==> config.mk <==
export PLATFORM = sky130hd
export DESIGN_NAME = fib_query_arbiter
export DESIGN_NICKNAME = d
export VERILOG_FILES = /design/src/rtl/fib_query_arbiter.sv
export SDC_FILE = /design/constraint.sdc
export NUM_CORES = 1
export LEC_CHECK = 0
export CORE_MARGIN = 2
export CORE_UTILIZATION = 55
export DETAILED_ROUTE_END_ITERATION = 10
export DONT_BUFFER_PORTS = 1
export PLACE_DENSITY_LB_ADDON = 0.05
export SYNTH_ARGS = -nofsm -noshare
export SYNTH_HDL_FRONTEND = slang
export SYNTH_SLANG_ARGS = --single-unit
==> constraint.sdc <==
create_clock -name clk -period 3.05 [get_ports clk]
set_input_delay 0.61 -clock clk [delete_from_list [all_inputs] [get_ports clk]]
set_output_delay 0.61 -clock clk [all_outputs]
set_load 0.005 [all_outputs]
==> src/rtl/fib_query_arbiter.sv <==
// fib_query_arbiter: round-robin arbiter sharing one iterative Fibonacci datapath between two requesters.
// Define FIB_SAT_EN to saturate results at 2^W-1 instead of wrapping modulo 2^W.
module fib_query_arbiter #(
    parameter int W  = 20,
    parameter int NW = 6
) (
    input  logic          clk,
    input  logic          rst,
    input  logic          req0,
    input  logic [NW-1:0] n0,
    input  logic          req1,
    input  logic [NW-1:0] n1,
    output logic          ack0,
    output logic          ack1,
    output logic [W-1:0]  fn,
    output logic          ovf,
    output logic          busy
);
    typedef enum logic [1:0] {IDLE, ITER, DONE} state_t;
    state_t state;
    logic [W-1:0] a, b, nxt;
    logic [NW-1:0] cnt, n_lat;
    logic gnt, last, carry, carry_b, pick;
    logic [W:0] sum;
    assign sum  = {1'b0, a} + {1'b0, b};
    assign pick = (req0 & req1) ? ~last : req1;
`ifdef FIB_SAT_EN
    assign nxt = sum[W] ? '1 : sum[W-1:0];
`else
    assign nxt = sum[W-1:0];
`endif
    // carry tracks wraps behind a (the returned value), carry_b those behind b
    always_ff @(posedge clk or negedge rst) begin
        if (!rst) begin
            state   <= IDLE;
            a       <= '0;
            b       <= '0;
            cnt     <= '0;
            n_lat   <= '0;
            gnt     <= 1'b0;
            last    <= 1'b1;
            carry   <= 1'b0;
            carry_b <= 1'b0;
            ack0    <= 1'b0;
            ack1    <= 1'b0;
            fn      <= '0;
            ovf     <= 1'b0;
            busy    <= 1'b0;
        end else begin
            case (state)
                IDLE: if (req0 | req1) begin
                    gnt     <= pick;
                    n_lat   <= pick ? n1 : n0;
                    a       <= '0;
                    b       <= W'(1);
                    cnt     <= '0;
                    carry   <= 1'b0;
                    carry_b <= 1'b0;
                    busy    <= 1'b1;
                    state   <= ITER;
                end
                ITER: if (cnt == n_lat) begin
                    fn    <= a;
                    ovf   <= carry;
                    last  <= gnt;
                    ack0  <= ~gnt;
                    ack1  <= gnt;
                    state <= DONE;
                end else begin
                    a       <= b;
                    b       <= nxt;
                    carry   <= carry_b;
                    carry_b <= carry_b | sum[W];
                    cnt     <= cnt + 1'b1;
                end
                DONE: begin
                    ack0  <= 1'b0;
                    ack1  <= 1'b0;
                    busy  <= 1'b0;
                    state <= IDLE;
                end
                default: state <= IDLE;
            endcase
        end
    end
endmodule
==> results of run 1 <==
-- worst max path at each step --
stage                      from                  end  slack [ps]
2_1_floorplan  a[0]$_DFFE_PN0P_    b[16]$_DFFE_PN0P_         680
5_1_grt        a[0]$_DFFE_PN0P_  carry_b$_DFFE_PN0P_         250
6_report       a[0]$_DFFE_PN0P_    b[18]$_DFFE_PN0P_         430
3_3_place_gp   a[0]$_DFFE_PN0P_    b[16]$_DFFE_PN0P_         540
3_5_place_dp   a[0]$_DFFE_PN0P_    b[18]$_DFFE_PN0P_         450
4_1_cts        a[0]$_DFFE_PN0P_    b[18]$_DFFE_PN0P_         400
-- power groups by stage --
stage                     sequential (mW)  combinational [mW]  clock [mW]
after floorplan                      1.91                2.39           0
after global placement               2.01                2.87           0
after detailed placement             2.03                2.93           0
after CTS                            2.01                2.97       0.831
after global routing                 2.07                3.39       0.873
final                                2.00                2.96       0.803
-- what timing repair did --
action                    CTS  global route
hold buffers                1             0
hold endpoints to repair   81             0
resized for setup           0             0
-- cell usage in the layout (no fill, tap or decap), types with 2 or more instances in the layout --
cell type / synthesis / final
nand2_1: 74 / 74
a21oi_1: 14 / 14
nor2_1: 11 / 11
or3_1: 2 / 2
clkbuf_8: 0 / 10
nand4_1: 4 / 4
nor2b_1: 3 / 3
xnor2_1: 10 / 10
clkinv_4: 0 / 3
clkinv_2: 0 / 2
xor2_1: 14 / 14
nand3_1: 24 / 24
a31oi_1: 3 / 3
mux2i_1: 8 / 8
dfrtp_1: 81 / 81
o21ai_0: 54 / 54
inv_1: 3 / 3
ha_1: 21 / 21
o21ai_1: 4 / 3
a211oi_1: 3 / 3
a21o_2: 2 / 2
o21a_1: 2 / 2
o21ai_2: 2 / 3
and3_1: 5 / 5
nor3_1: 5 / 5
buf_4: 2 / 9
a21o_1: 4 / 4
and2_1: 3 / 3
mux2_2: 21 / 21
nand2b_1: 5 / 5
o211ai_1: 2 / 2
-- area by class of cell --
class / count / area [um^2]
flip-flops and latches: 82 / 2050
multi-input cells: 317 / 2080
well taps: 99 / 124
clock inverters: 6 / 66.3
inverters: 3 / 11.3
fillers: 624 / 2810
repair buffers: 10 / 95.1
clock buffers: 10 / 138
-- worst max-delay path: cells and delay by family (launching register included) --
family,cells,cell delay (ps)
AO/OA/AOI/OAI,5,1170
adder cells (fa/ha/maj),2,680
flip-flops,1,400
multiplexers,1,160
AND/OR/NAND/NOR,1,80
-- stage by stage --
step                power, mW  cell area (um^2)  utilization, %
CTS                      5.81              4560            61.9
global placement         4.88              4330            58.8
detailed placement       4.95              4330            58.8
floorplan                4.30              4230               -
global route             6.33              4560            61.9
finish                   5.76              4560            61.9
-- registers in the layout (all words and copies together) (netlist names) --
name and cells:
state 2, ovf 1, carry_b 1, ack0 1
a 20, busy 1, carry 1, b 20
gnt 1, last 1, ack1 1, cnt 6
fn 20, n_lat 6
-- layer usage --
| metal | track usage, % | part of all wire (%) |
|---|---|---|
| met1 | 30.0 | 48 |
| met2 | 35.5 | 47 |
| met3 | 3.86 | 3.4 |
| met4 | 6.59 | 1.5 |
| met5 | 0 | 0 |
-- kinds of logic (layout without fill, tap and decap cells) --
logic type                 after synthesis  count (layout)  share of synthesized area (%)
AOI/OAI and AO/OA                      105             105                           15.5
xor gates and xnor gates                24              24                           4.97
adders and majority gates               22              22                           6.68
buffers and inverters                   23              29                           2.48
DFF                                     82              82                           48.5
muxes                                   29              29                           7.48
and+or+nand+nor                        137             137                           14.4
==> flow_metrics.tcl, run 1 <==
set metrics [dict create \
    stdcell_count 527 \
    syn_area_um2 4230 \
    rsz0062_at_grt "false" \
    std_cell_rows 31 \
    worstMarginPinSlew_ps 908 \
    ys.flop_type "dfrtp_1" \
    min_period_over_period_pct 85.9 \
    fin_worst_skew_ps 10.3 \
    critPathKind "reg2reg" \
    synth.distinct_cells 48 \
    synth-edff-count 0 \
    drcViolationCount 0 \
    synthCells 422 \
    reg2reg_to "b[18]$_DFFE_PN0P_" \
    die_w_um 91.7 \
    synth.avg_cell_area_um2 10.0 \
    area_delta_synth_final_pct 7.87 \
    hold_class "in2async" \
    finalHoldViolCount 0 \
    async_flop_share_pct 100 \
    setup_ws_ps 430 \
    required_ps 3280 \
    die_h_um 91.7 \
    cp-start-kind "flip-flop" \
    cts_tree "built" \
    max_cap_violations 0 \
    final-setup-viol-count 0 \
    worst_ep_arrival_time_ps 2850 \
    numCtsBuffers 9 \
    clkSinkCount 82 \
    p_sw_mw 2.49 \
    fin_nets 461 \
    status "finished clean" \
    root_buffer "clkbuf_8" \
    die_area_um2 8410 \
    powerDensity_nw_per_um2 1260 \
    yosys.area.top_type "dfrtp_1" \
    report.final.slew_viol_count 0 \
    grt_pass1_vias 2998 \
    yosysMostFrequentCell "dfrtp_1" \
    relSlewSlack_pct 39.5 \
    core_area_um2 7370 \
    finalSetupTns_ps 0 \
    ys_ff_latch 82 \
    ys_seq_area_share_pct 48.5 \
    cp_cell_sequence "ha_1 -> fa_1 -> a211oi_2 -> o21ai_2 -> o2111ai_2 -> a21oi_2 -> a311o_2 -> mux2i_1 -> nand2_1" \
    netSwitchingFraction_pct 43.3 \
    io_pins 40 \
    insertion_delay_ps 350 \
    rr_startpoint "a[0]$_DFFE_PN0P_" \
    gp_congestion 0.886 \
    firstDrtPassIters 4 \
    worstSetupEndpointType "flip-flop" \
    pwr-share-clk_pct 13.9 \
    syn-num-nets 460 \
    yosysWarnings 0 \
    avgRoutedWirePerCell_um 15.9 \
    pre_cts_slack_ps 450 \
    postCtsSetupBuffers 0 \
    cts.clk_slew.worst_paths_ps 80 \
    grt_max_degree 82 \
    cp_max_fo 3 \
    antenna_found_initial 0 \
    via_per_inst 5.73 \
    p_comb_share_pct 51.3 \
    yosysTopAreaCellShare_pct 47.9 \
    max_stage_delay_ps 440 \
    antenna_left 0 \
    io_buffers 0 \
    grt_overflow 0 \
    r2r_slack_ps 430 \
    holdWs_ps 90.1 \
    wl_mm 8.40 \
    synthTopCellsByCount "dfrtp_1 (81), nand2_1 (74), o21ai_0 (54)" \
    diodes 0 \
    p_leak_nw 2.07 \
    htreeDepth 3 \
    cts_buffer_depth 2 \
    fmax_ghz 0.382 \
    dp.cells 510 \
    drt_iter0_drc 139 \
    vias 3022 \
    cp_slowest_cell "fa_1" \
    reg2regPathDepth 9 \
    finalCriticalPeriod_ps 2620 \
    ys_top_cells_by_area "dfrtp_1 (48%), nand2_1 (6.6%), o21ai_0 (6.4%), ha_1 (6.2%), mux2_2 (5.6%)" \
    grt_use_total_pct 21.8 \
    power_frac_seq_pct 34.7 \
    drive_gt1_share_pct 14.0 \
    ir_drop_mv 0.513 \
    dp_hpwl_mm 5.63 \
    start_util_pct 57.4 \
    power.internal_mw 3.27 \
    grt_pass1_wl_mm 14.7 \
]
Note: power is estimated with default switching activity, not from simulation.
==> run 2: changes to the inputs <==
CORE_ASPECT_RATIO = 1.4   (was not set)
CTS_CLUSTER_DIAMETER = 200   (was not set)
==> flow_metrics.tcl, run 2 (same netlist as run 1, synthesis figures left out) <==
set metrics [dict create \
    status "finished clean" \
    gp_congestion 0.895 \
    root_buffer "clkbuf_8" \
    fill_cells 614 \
    netSwitchingFraction_pct 42.9 \
    ctsResizeCount 0 \
    report.final.slew_viol_count 0 \
    rr_startpoint "a[0]$_DFFE_PN0P_" \
    die_area_um2 8420 \
    avgRoutedWirePerCell_um 15.7 \
    cts_tree "built" \
    start_util_pct 57.1 \
    postPlaceCellArea_um2 4340 \
    cts_hold_buf 1 \
    vias 3015 \
    firstDrtPassIters 4 \
    p_comb_share_pct 51.8 \
    wl_mm 8.26 \
    die_h_um 108 \
    p_sw_mw 2.42 \
    final_cell_mix "dfrtp_1 (81), nand2_1 (74), o21ai_0 (54), nand3_1 (24)" \
    final-setup-viol-count 0 \
    io_buffers 0 \
    power_frac_seq_pct 35.5 \
    grt_pass1_vias 2984 \
    grt_overflow 0 \
    drcViolationCount 0 \
    worst_ep_arrival_time_ps 2780 \
    regArea_um2 2050 \
    grt_use_met3_pct 3.78 \
    antenna_left 0 \
    drive_gt1_share_pct 13.1 \
    cts_buffer_depth 2 \
    hold_class "in2async" \
    grt-busiest-layer "met2" \
    dp.cells 509 \
    antenna_found_initial 0 \
    final_util_pct 61.2 \
    area_delta_synth_final_pct 7.19 \
    cts.clk_slew.worst_paths_ps 80 \
    htreeDepth 3 \
    gr-usage-met1_pct 27.5 \
    cp_max_fo 3 \
    ir_drop_mv 0.756 \
    std_cell_rows 37 \
    cp-start-kind "flip-flop" \
    postCtsSetupBuffers 0 \
    r2r_slack_ps 500 \
    powerDensity_nw_per_um2 1240 \
    clkSinkCount 82 \
    finalCriticalPeriod_ps 2550 \
    power.internal_mw 3.22 \
    worstSetupEndpointType "flip-flop" \
    min_period_over_period_pct 83.5 \
    rsz0062_at_grt "false" \
    multiInputGateArea_um2 2080 \
    numCtsBuffers 9 \
    fmax_ghz 0.393 \
    grt_use_met2_pct 34.7 \
    reg2reg_to "b[16]$_DFFE_PN0P_" \
    insertion_delay_ps 360 \
    dp_hpwl_mm 5.58 \
    grt_pass1_wl_mm 14.0 \
    relSlewSlack_pct 41.0 \
    core_area_um2 7410 \
    finalHoldViolCount 0 \
    grt_use_total_pct 21.6 \
    final_common_cell "dfrtp_1" \
    die_w_um 78.1 \
    via_per_inst 5.73 \
    max_cap_violations 0 \
    p_leak_nw 2.05 \
    reg2regPathDepth 9 \
    finalSetupTns_ps 0 \
    fin_worst_skew_ps 9.30 \
    critPathKind "reg2reg" \
    pwr-share-clk_pct 12.6 \
    final_area_um2 4530 \
    required_ps 3290 \
    stdcell_count 526 \
    top_regs "a x20, b x20, fn x20" \
    fin_nets 462 \
    worstMarginPinSlew_ps 884 \
    drt_iter0_drc 132 \
    grt_max_degree 82 \
    diodes 0 \
    io_pins 40 \
]
## run 2: power groups by stage
stage	clock (mW)	combinational (mW)	sequential [mW]
after floorplan	0	2.39	1.91
after global placement	0	2.85	2.01
after detailed placement	0	2.91	2.03
after CTS	0.741	2.95	2.01
after global routing	0.777	3.32	2.08
final	0.711	2.92	2.00
## run 2: worst max-delay path, cell delays in order (launching register included)
cell and delay (ps):
dfrtp_1 400, ha_1 240, fa_1 440, a211oi_2 230, o21ai_2 120, o2111ai_2 260
a21oi_2 110, a311o_2 400, xnor2_1 150, o21ai_1 70
## run 2: cell type report
cell class,count,share of cell area [%]
tap,97,2.68
sequential,82,45.3
inverter,3,0.248
clock buffer,16,3.75
timing repair buffer,11,2.26
multi-input combinational,317,45.8
## run 2: routing by layer
metal	routed length, um	vias up
met5	0	-
met4	177	0
met3	394	16
met2	3930	61
met1	3760	1435
li1	-	1503
## run 2: worst max-delay path by stage
stage	start	endpoint	slack, ps
4_1_cts	a[0]$_DFFE_PN0P_	b[16]$_DFFE_PN0P_	490
6_report	a[0]$_DFFE_PN0P_	b[16]$_DFFE_PN0P_	500
5_1_grt	a[0]$_DFFE_PN0P_	b[14]$_DFFE_PN0P_	320
3_5_place_dp	a[0]$_DFFE_PN0P_	b[16]$_DFFE_PN0P_	510
2_1_floorplan	a[0]$_DFFE_PN0P_	b[16]$_DFFE_PN0P_	680
3_3_place_gp	a[0]$_DFFE_PN0P_	b[16]$_DFFE_PN0P_	520
## run 2: stage by stage
| stage | power, mW | setup WS, ps | hold WS [ps] |
|---|---|---|---|
| floorplan | 4.30 | 682 | 314 |
| global placement | 4.86 | 523 | 316 |
| detailed placement | 4.94 | 513 | 317 |
| CTS | 5.71 | 493 | 67.9 |
| global route | 6.18 | 320 | 70.2 |
| finish | 5.64 | 503 | 84.9 |
